## config.mk

```make
export PLATFORM = sky130hd
export DESIGN_NAME = cache_op_ctrl
export DESIGN_NICKNAME = d
export VERILOG_FILES = /design/src/rtl/cache_op_ctrl.sv
export SDC_FILE = /design/constraint.sdc
export NUM_CORES = 1
export LEC_CHECK = 0
export CAP_MARGIN = 30
export CORE_MARGIN = 2
export CORE_UTILIZATION = 50
export CTS_CLUSTER_DIAMETER = 60
export DETAILED_ROUTE_END_ITERATION = 7
export PLACE_DENSITY = 0.93
export SLEW_MARGIN = 20
export SYNTH_ARGS = -nofsm -noshare
export SYNTH_HDL_FRONTEND = slang
export SYNTH_SLANG_ARGS = --single-unit
```

## constraint.sdc

```tcl
create_clock -name clk -period 4.9 [get_ports clk]
set_clock_uncertainty 0.15 [all_clocks]
set_input_delay 0.98 -clock clk [delete_from_list [all_inputs] [get_ports clk]]
set_output_delay 0.98 -clock clk [all_outputs]
set_load 0.02 [all_outputs]
```

## src/rtl/cache_op_ctrl.sv

```systemverilog
// Operation controller for the key/value cache: handshake, lookup wait, slot decision, strobe, response.
// Optional round-robin eviction on full CREATE when CTRL_EVICT_EN is defined.
module cache_op_ctrl #(
   parameter int NUM_ENTRIES = 16,
   parameter int IDX_W       = $clog2(NUM_ENTRIES),
   parameter int LOOKUP_LAT  = 1
) (
   input  logic                   clk,
   input  logic                   rst_n,
   input  logic                   op_valid,
   output logic                   op_ready,
   input  logic [2:0]             op_code,
   input  logic [NUM_ENTRIES-1:0] hit_in,
   input  logic [NUM_ENTRIES-1:0] used_in,
   output logic [NUM_ENTRIES-1:0] idx_out,
   output logic                   write_out,
   output logic                   select_out,
   output logic                   clear_out,
   output logic                   resp_valid,
   input  logic                   resp_ready,
   output logic [1:0]             resp_err,
   output logic [IDX_W-1:0]       resp_idx,
   output logic                   resp_evict
);

   localparam int CNT_W = (LOOKUP_LAT > 1) ? $clog2(LOOKUP_LAT) : 1;
   localparam logic [CNT_W-1:0]       CNT_LAST = CNT_W'(LOOKUP_LAT - 1);
   localparam logic [CNT_W-1:0]       CNT_ONE  = CNT_W'(1);
   localparam logic [NUM_ENTRIES-1:0] OH_ZERO  = {NUM_ENTRIES{1'b0}};
   localparam logic [NUM_ENTRIES-1:0] OH_ONE   = {{(NUM_ENTRIES-1){1'b0}}, 1'b1};
   localparam logic [IDX_W-1:0]       IDX_ZERO = {IDX_W{1'b0}};

   localparam logic [1:0] S_IDLE   = 2'd0;
   localparam logic [1:0] S_LOOKUP = 2'd1;
   localparam logic [1:0] S_EXEC   = 2'd2;
   localparam logic [1:0] S_RESP   = 2'd3;

   localparam logic [2:0] OP_READ   = 3'd1;
   localparam logic [2:0] OP_CREATE = 3'd2;
   localparam logic [2:0] OP_UPDATE = 3'd3;
   localparam logic [2:0] OP_DELETE = 3'd4;

   localparam logic [1:0] ERR_OK     = 2'd0;
   localparam logic [1:0] ERR_MISS   = 2'd1;
   localparam logic [1:0] ERR_FULL   = 2'd2;
   localparam logic [1:0] ERR_EXISTS = 2'd3;

   function automatic logic [IDX_W-1:0] f_lowest_set(input logic [NUM_ENTRIES-1:0] v);
      logic [IDX_W-1:0] idx;
      idx = IDX_ZERO;
      for (int i = NUM_ENTRIES - 1; i >= 0; i--) begin
         idx = v[i] ? IDX_W'(i) : idx;
      end
      return idx;
   endfunction

   logic [1:0]             r_state;
   logic [CNT_W-1:0]       r_cnt;
   logic [2:0]             r_op;
   logic                   r_op_ready;
   logic [NUM_ENTRIES-1:0] r_idx_out;
   logic                   r_write;
   logic                   r_select;
   logic                   r_clear;
   logic                   r_resp_valid;
   logic [1:0]             r_resp_err;
   logic [IDX_W-1:0]       r_resp_idx;
   logic                   r_resp_evict;
   logic [1:0]             r_dec_err;
   logic [IDX_W-1:0]       r_dec_idx;
   logic                   r_dec_evict;

   logic                   w_hit_any;
   logic                   w_has_free;
   logic [IDX_W-1:0]       w_hit_idx;
   logic [IDX_W-1:0]       w_free_idx;
   logic                   w_wr;
   logic                   w_sel;
   logic                   w_clr;
   logic [IDX_W-1:0]       w_idx;
   logic [1:0]             w_err;
   logic                   w_evict;
   logic                   w_op_ok;
`ifdef CTRL_EVICT_EN
   localparam logic [IDX_W-1:0] PTR_LAST = IDX_W'(NUM_ENTRIES - 1);
   localparam logic [IDX_W-1:0] PTR_ONE  = IDX_W'(1);
   logic [IDX_W-1:0]       r_rr_ptr;
   logic                   w_ptr_adv;
`endif

   assign w_hit_any  = |hit_in;
   assign w_has_free = ~(&used_in);
   assign w_hit_idx  = f_lowest_set(hit_in);
   assign w_free_idx = f_lowest_set(~used_in);
   assign w_op_ok    = (op_code >= OP_READ) && (op_code <= OP_DELETE);

   // Slot decision from the latched opcode and the current hit/used vectors
   always_comb begin
      w_wr    = 1'b0;
      w_sel   = 1'b0;
      w_clr   = 1'b0;
      w_idx   = IDX_ZERO;
      w_err   = ERR_OK;
      w_evict = 1'b0;
`ifdef CTRL_EVICT_EN
      w_ptr_adv = 1'b0;
`endif
      case (r_op)
         OP_READ: begin
            if (w_hit_any) begin
               w_sel = 1'b1;
               w_idx = w_hit_idx;
            end else begin
               w_err = ERR_MISS;
            end
         end
         OP_UPDATE: begin
            if (w_hit_any) begin
               w_wr  = 1'b1;
               w_idx = w_hit_idx;
            end else begin
               w_err = ERR_MISS;
            end
         end
         OP_DELETE: begin
            if (w_hit_any) begin
               w_clr = 1'b1;
               w_idx = w_hit_idx;
            end else begin
               w_err = ERR_MISS;
            end
         end
         OP_CREATE: begin
            if (w_hit_any) begin
               w_err = ERR_EXISTS;
            end else if (w_has_free) begin
               w_wr  = 1'b1;
               w_idx = w_free_idx;
            end else begin
`ifdef CTRL_EVICT_EN
               w_wr      = 1'b1;
               w_idx     = r_rr_ptr;
               w_evict   = 1'b1;
               w_ptr_adv = 1'b1;
`else
               w_err = ERR_FULL;
`endif
            end
         end
         default: begin
            w_err = ERR_OK;
         end
      endcase
   end

   // Control FSM with registered strobes and response fields
   always_ff @(posedge clk or negedge rst_n) begin
      if (!rst_n) begin
         r_state      <= S_IDLE;
         r_cnt        <= {CNT_W{1'b0}};
         r_op         <= 3'd0;
         r_op_ready   <= 1'b1;
         r_idx_out    <= OH_ZERO;
         r_write      <= 1'b0;
         r_select     <= 1'b0;
         r_clear      <= 1'b0;
         r_resp_valid <= 1'b0;
         r_resp_err   <= ERR_OK;
         r_resp_idx   <= IDX_ZERO;
         r_resp_evict <= 1'b0;
         r_dec_err    <= ERR_OK;
         r_dec_idx    <= IDX_ZERO;
         r_dec_evict  <= 1'b0;
      end else begin
         case (r_state)
            S_IDLE: begin
               if (op_valid && r_op_ready && w_op_ok) begin
                  r_op       <= op_code;
                  r_cnt      <= {CNT_W{1'b0}};
                  r_op_ready <= 1'b0;
                  r_state    <= S_LOOKUP;
               end
            end
            S_LOOKUP: begin
               if (r_cnt == CNT_LAST) begin
                  r_write     <= w_wr;
                  r_select    <= w_sel;
                  r_clear     <= w_clr;
                  r_idx_out   <= (w_wr || w_sel || w_clr) ? (OH_ONE << w_idx) : OH_ZERO;
                  r_dec_err   <= w_err;
                  r_dec_idx   <= w_idx;
                  r_dec_evict <= w_evict;
                  r_state     <= S_EXEC;
               end else begin
                  r_cnt <= r_cnt + CNT_ONE;
               end
            end
            S_EXEC: begin
               r_write      <= 1'b0;
               r_select     <= 1'b0;
               r_clear      <= 1'b0;
               r_idx_out    <= OH_ZERO;
               r_resp_valid <= 1'b1;
               r_resp_err   <= r_dec_err;
               r_resp_idx   <= r_dec_idx;
               r_resp_evict <= r_dec_evict;
               r_state      <= S_RESP;
            end
            S_RESP: begin
               if (resp_ready) begin
                  r_resp_valid <= 1'b0;
                  r_resp_err   <= ERR_OK;
                  r_resp_idx   <= IDX_ZERO;
                  r_resp_evict <= 1'b0;
                  r_op_ready   <= 1'b1;
                  r_state      <= S_IDLE;
               end
            end
            default: begin
               r_state      <= S_IDLE;
               r_op_ready   <= 1'b1;
               r_idx_out    <= OH_ZERO;
               r_write      <= 1'b0;
               r_select     <= 1'b0;
               r_clear      <= 1'b0;
               r_resp_valid <= 1'b0;
            end
         endcase
      end
   end

`ifdef CTRL_EVICT_EN
   // Round-robin victim pointer, advanced only by an evicting CREATE
   always_ff @(posedge clk or negedge rst_n) begin
      if (!rst_n) begin
         r_rr_ptr <= IDX_ZERO;
      end else if ((r_state == S_LOOKUP) && (r_cnt == CNT_LAST) && w_ptr_adv) begin
         r_rr_ptr <= (r_rr_ptr == PTR_LAST) ? IDX_ZERO : (r_rr_ptr + PTR_ONE);
      end
   end
`endif

   assign op_ready   = r_op_ready;
   assign idx_out    = r_idx_out;
   assign write_out  = r_write;
   assign select_out = r_select;
   assign clear_out  = r_clear;
   assign resp_valid = r_resp_valid;
   assign resp_err   = r_resp_err;
   assign resp_idx   = r_resp_idx;
   assign resp_evict = r_resp_evict;

endmodule

```

==> flow_summary.ini <==
[finish]
utilization_pct = 69.6
n_antenna_cell = 0
drive_gt1_share_pct = 8.03
area_growth_pct = 36.6
nets = 342
fillers = 319

[global_route]
grt_pass1_vias = 2066
grt_pass1_wl_um = 9480
track_usage_pct = 23.7
grt_max_degree = 39
overflow = 0
antenna_found_initial = 0

[clock_tree]
cts_tree = yes
ctsResizeCount = 0
post_cts_buffers = 0
clock_latency_ns = 0.29
clk_path_buf_depth = 2
cts.sinks = 38
cts_buffers = 5
cts.clk_slew.worst_paths_ns = 0.07
cts_hold_buf = 0
cts_root_buffer = clkbuf_8
cts.htree.levels = 2

[timing]
tns_ns = 0
setup_slack_ns = 1.15
finalMaxSlewViolations = 0
hold_viol_final = 0
hold_slack_ns = 0.343
max_freq_mhz = 267
post-route-period-util_pct = 76.5
period_needed_ns = 3.75
worst_pin_slew_ns = 0.928
setup_viol = 0
slew_headroom_pct = 37.3
rsz0062_at_grt = no

[worst_setup_path]
path_class = in2reg
critPathLaunchType = primary input
slowest_stage = or4b_1
cpPeakStageDelay_ns = 0.61
critPathRequiredTime_ns = 4.92
worst_ep_arrival_time_ns = 3.77
timing.critical_path.cells = clkdlybuf4s50_1 -> nor4_2 -> nand4_2 -> or4b_1 -> a221oi_2 -> or3b_4 -> o32ai_1
critPathMaxFanout = 5
cp-end-kind = register

[floorplanning]
dieWidth_um = 70.2
dieArea_sq_um = 4920
initial_core_util_pct = 51.0
core_sq_um = 4290
dieHeight_um = 70.2
row_count = 24
ios = 67

[job]
drv_cap = 0

[power]
seqPwrFrac_pct = 35.2
p_sw_share_pct = 38.5
ir_drop_mv = 0.252
comb_power_share_pct = 44.7
p_switching_mw = 0.498
power_leakage_nw = 1.20
power.internal_mw = 0.795
cellPowerDensity_nw_per_um2 = 432
p_clk_share_pct = 20.0

[route]
drt_wl_total_um = 5480
drcViolationCount = 0
drt_iter0_drc = 181
dr.pass1.iters = 4
num_vias = 2065
routedWlPerCell_um = 15.6
via_per_inst = 5.88
detail-route-antenna-nets = 0

[synth]
synth_top_family_by_area = simple AND/OR/NAND/NOR gates
yosys.cell_types.count = 45
synth_edf_count = 0
synth-compound-area-share_pct = 18.9
synthTopCellsByArea = dfrtp_1, o21ai_0, inv_1
synthSimpleGateAreaFrac_pct = 23.4
synth_nets = 276
syn_avg_cell_area_sq_um = 9.43
synth-seq-area-share_pct = 43.5
yosysTopAreaCell = dfrtp_1
synthCells = 232
yosysTopAreaCellShare_pct = 42.3
synth.top_cells.by_count = dfrtp_1, inv_1, nand2_1, o21ai_0, nor2_1
yosysMostFrequentCell = dfrtp_1
syn_area_sq_um = 2190
ys_async_sr_fraction_pct = 100
yosysWarningCount = 0
ys.flop_type = dfrtp_1
synthAdderAreaFrac_pct = 2.86
synth-seq-cells = 38
synth.area.mux_share_pct = 5.83
synthXorXnorAreaFrac_pct = 0.400

[placement]
pre_cts_ws_ns = 0.941
portBuffers = 65
gp_congestion = 0.877
hpwl_um = 4050

[min_path]
hold_class = reg2reg

[status]
outcome = finished clean
[cell type report]
class                           instances  area, sq um  share of cell area, %
Timing Repair Buffer                   66          658                   22.0
Multi-Input combinational cell        166         1130                   37.7
Clock inverter                          3         40.0                   1.34
Clock buffer                            5         68.8                   2.30
Tap cell                               52         65.1                   2.18
Sequential cell                        38          952                   31.8
Inverter                               21         78.8                   2.64
[power groups by stage]
stage / Sequential, mW / Combinational, mW / Clock (mW)
6_report: 0.456 / 0.578 / 0.259
5_1_grt: 0.465 / 0.634 / 0.279
4_1_cts: 0.454 / 0.577 / 0.265
3_5_place_dp: 0.460 / 0.569 / 0
3_3_place_gp: 0.458 / 0.545 / 0
2_1_floorplan: 0.485 / 0.341 / 0
[placed cells by master (no fill, tap or decap), types with 2 or more instances in the layout]
cell type         n
a21oi_1          10
a31oi_1           3
and2_1            2
and3_1            3
and4_1            3
clkbuf_8          5
clkdlybuf4s50_1  65
clkinv_2          2
dfrtp_1          37
ha_1              5
inv_1            21
mux2_2            6
mux2i_1           6
nand2_1          16
nand2b_1         12
nand3_1           9
nand4_1           5
nor2_1           13
nor2b_1           2
nor3_1            5
nor3b_1           2
nor4_1            3
nor4_2            4
o21ai_0          16
o21bai_1          2
o22ai_1           4
o32ai_1           8
o41ai_1           8
or4_1             2
or4b_1            2
[state kept, by name, indices dropped and copies added (netlist names)]
name        count
idx_out        16
r_dec_idx       4
resp_idx        4
r_op            3
r_dec_err       2
r_state         2
resp_err        2
clear_out       1
op_ready        1
resp_valid      1
select_out      1
write_out       1
[per-stage QoR]
stage	total power [mW]	cell area, sq um	cells
after floorplan	0.826	2190	232
after global placement	1.00	2880	343
after detailed placement	1.03	2880	343
after CTS	1.30	2990	351
after global routing	1.38	2990	351
final	1.29	2990	351
[layer usage]
metal	up-vias	part of all wire, %	global-route usage [%]
met5	-	0	0
met4	0	0.93	8.55
met3	8	5.7	4.91
met2	67	50	39.4
met1	993	44	30.7
li1	997	-	-
[critical path, delay by kind of cell]
kind / cells / cell delay, ns
AO/OA/AOI/OAI: 2 / 0.56
AND/OR/NAND/NOR: 4 / 1.77
buffers and inverters: 1 / 0.48
[path summary, 6_finish.rpt]
path | startpoint | endpoint | slack [ns] | cells past startpoint
worst max register to register | r_op[2]$_DFFE_PN0P_ | idx_out[4]$_DFFE_PN0P_ | 2.13 | 5
worst min-delay path | idx_out[3]$_DFFE_PN0P_ | idx_out[3]$_DFFE_PN0P_ | 0.34 | 2
min in group asynchronous | rst_n | r_op[1]$_DFFE_PN0P_ | 0.97 | 2
worst max-delay path | hit_in[5] | idx_out[4]$_DFFE_PN0P_ | 1.15 | 7
max in group asynchronous | rst_n | op_ready$_DFFE_PN1P_ | 3.29 | 2
worst min register to register | idx_out[3]$_DFFE_PN0P_ | idx_out[3]$_DFFE_PN0P_ | 0.34 | 2
[cell families (layout without fill, tap and decap cells)]
family / count (synthesis) / after routing
compound gates: 60 / 60
xor+xnor: 1 / 1
fa+ha+maj: 5 / 5
buf+inv: 28 / 95
flops: 38 / 38
mux: 12 / 12
other cells: 1 / 1
simple gates: 87 / 87
(Power assumes the default switching activity.)
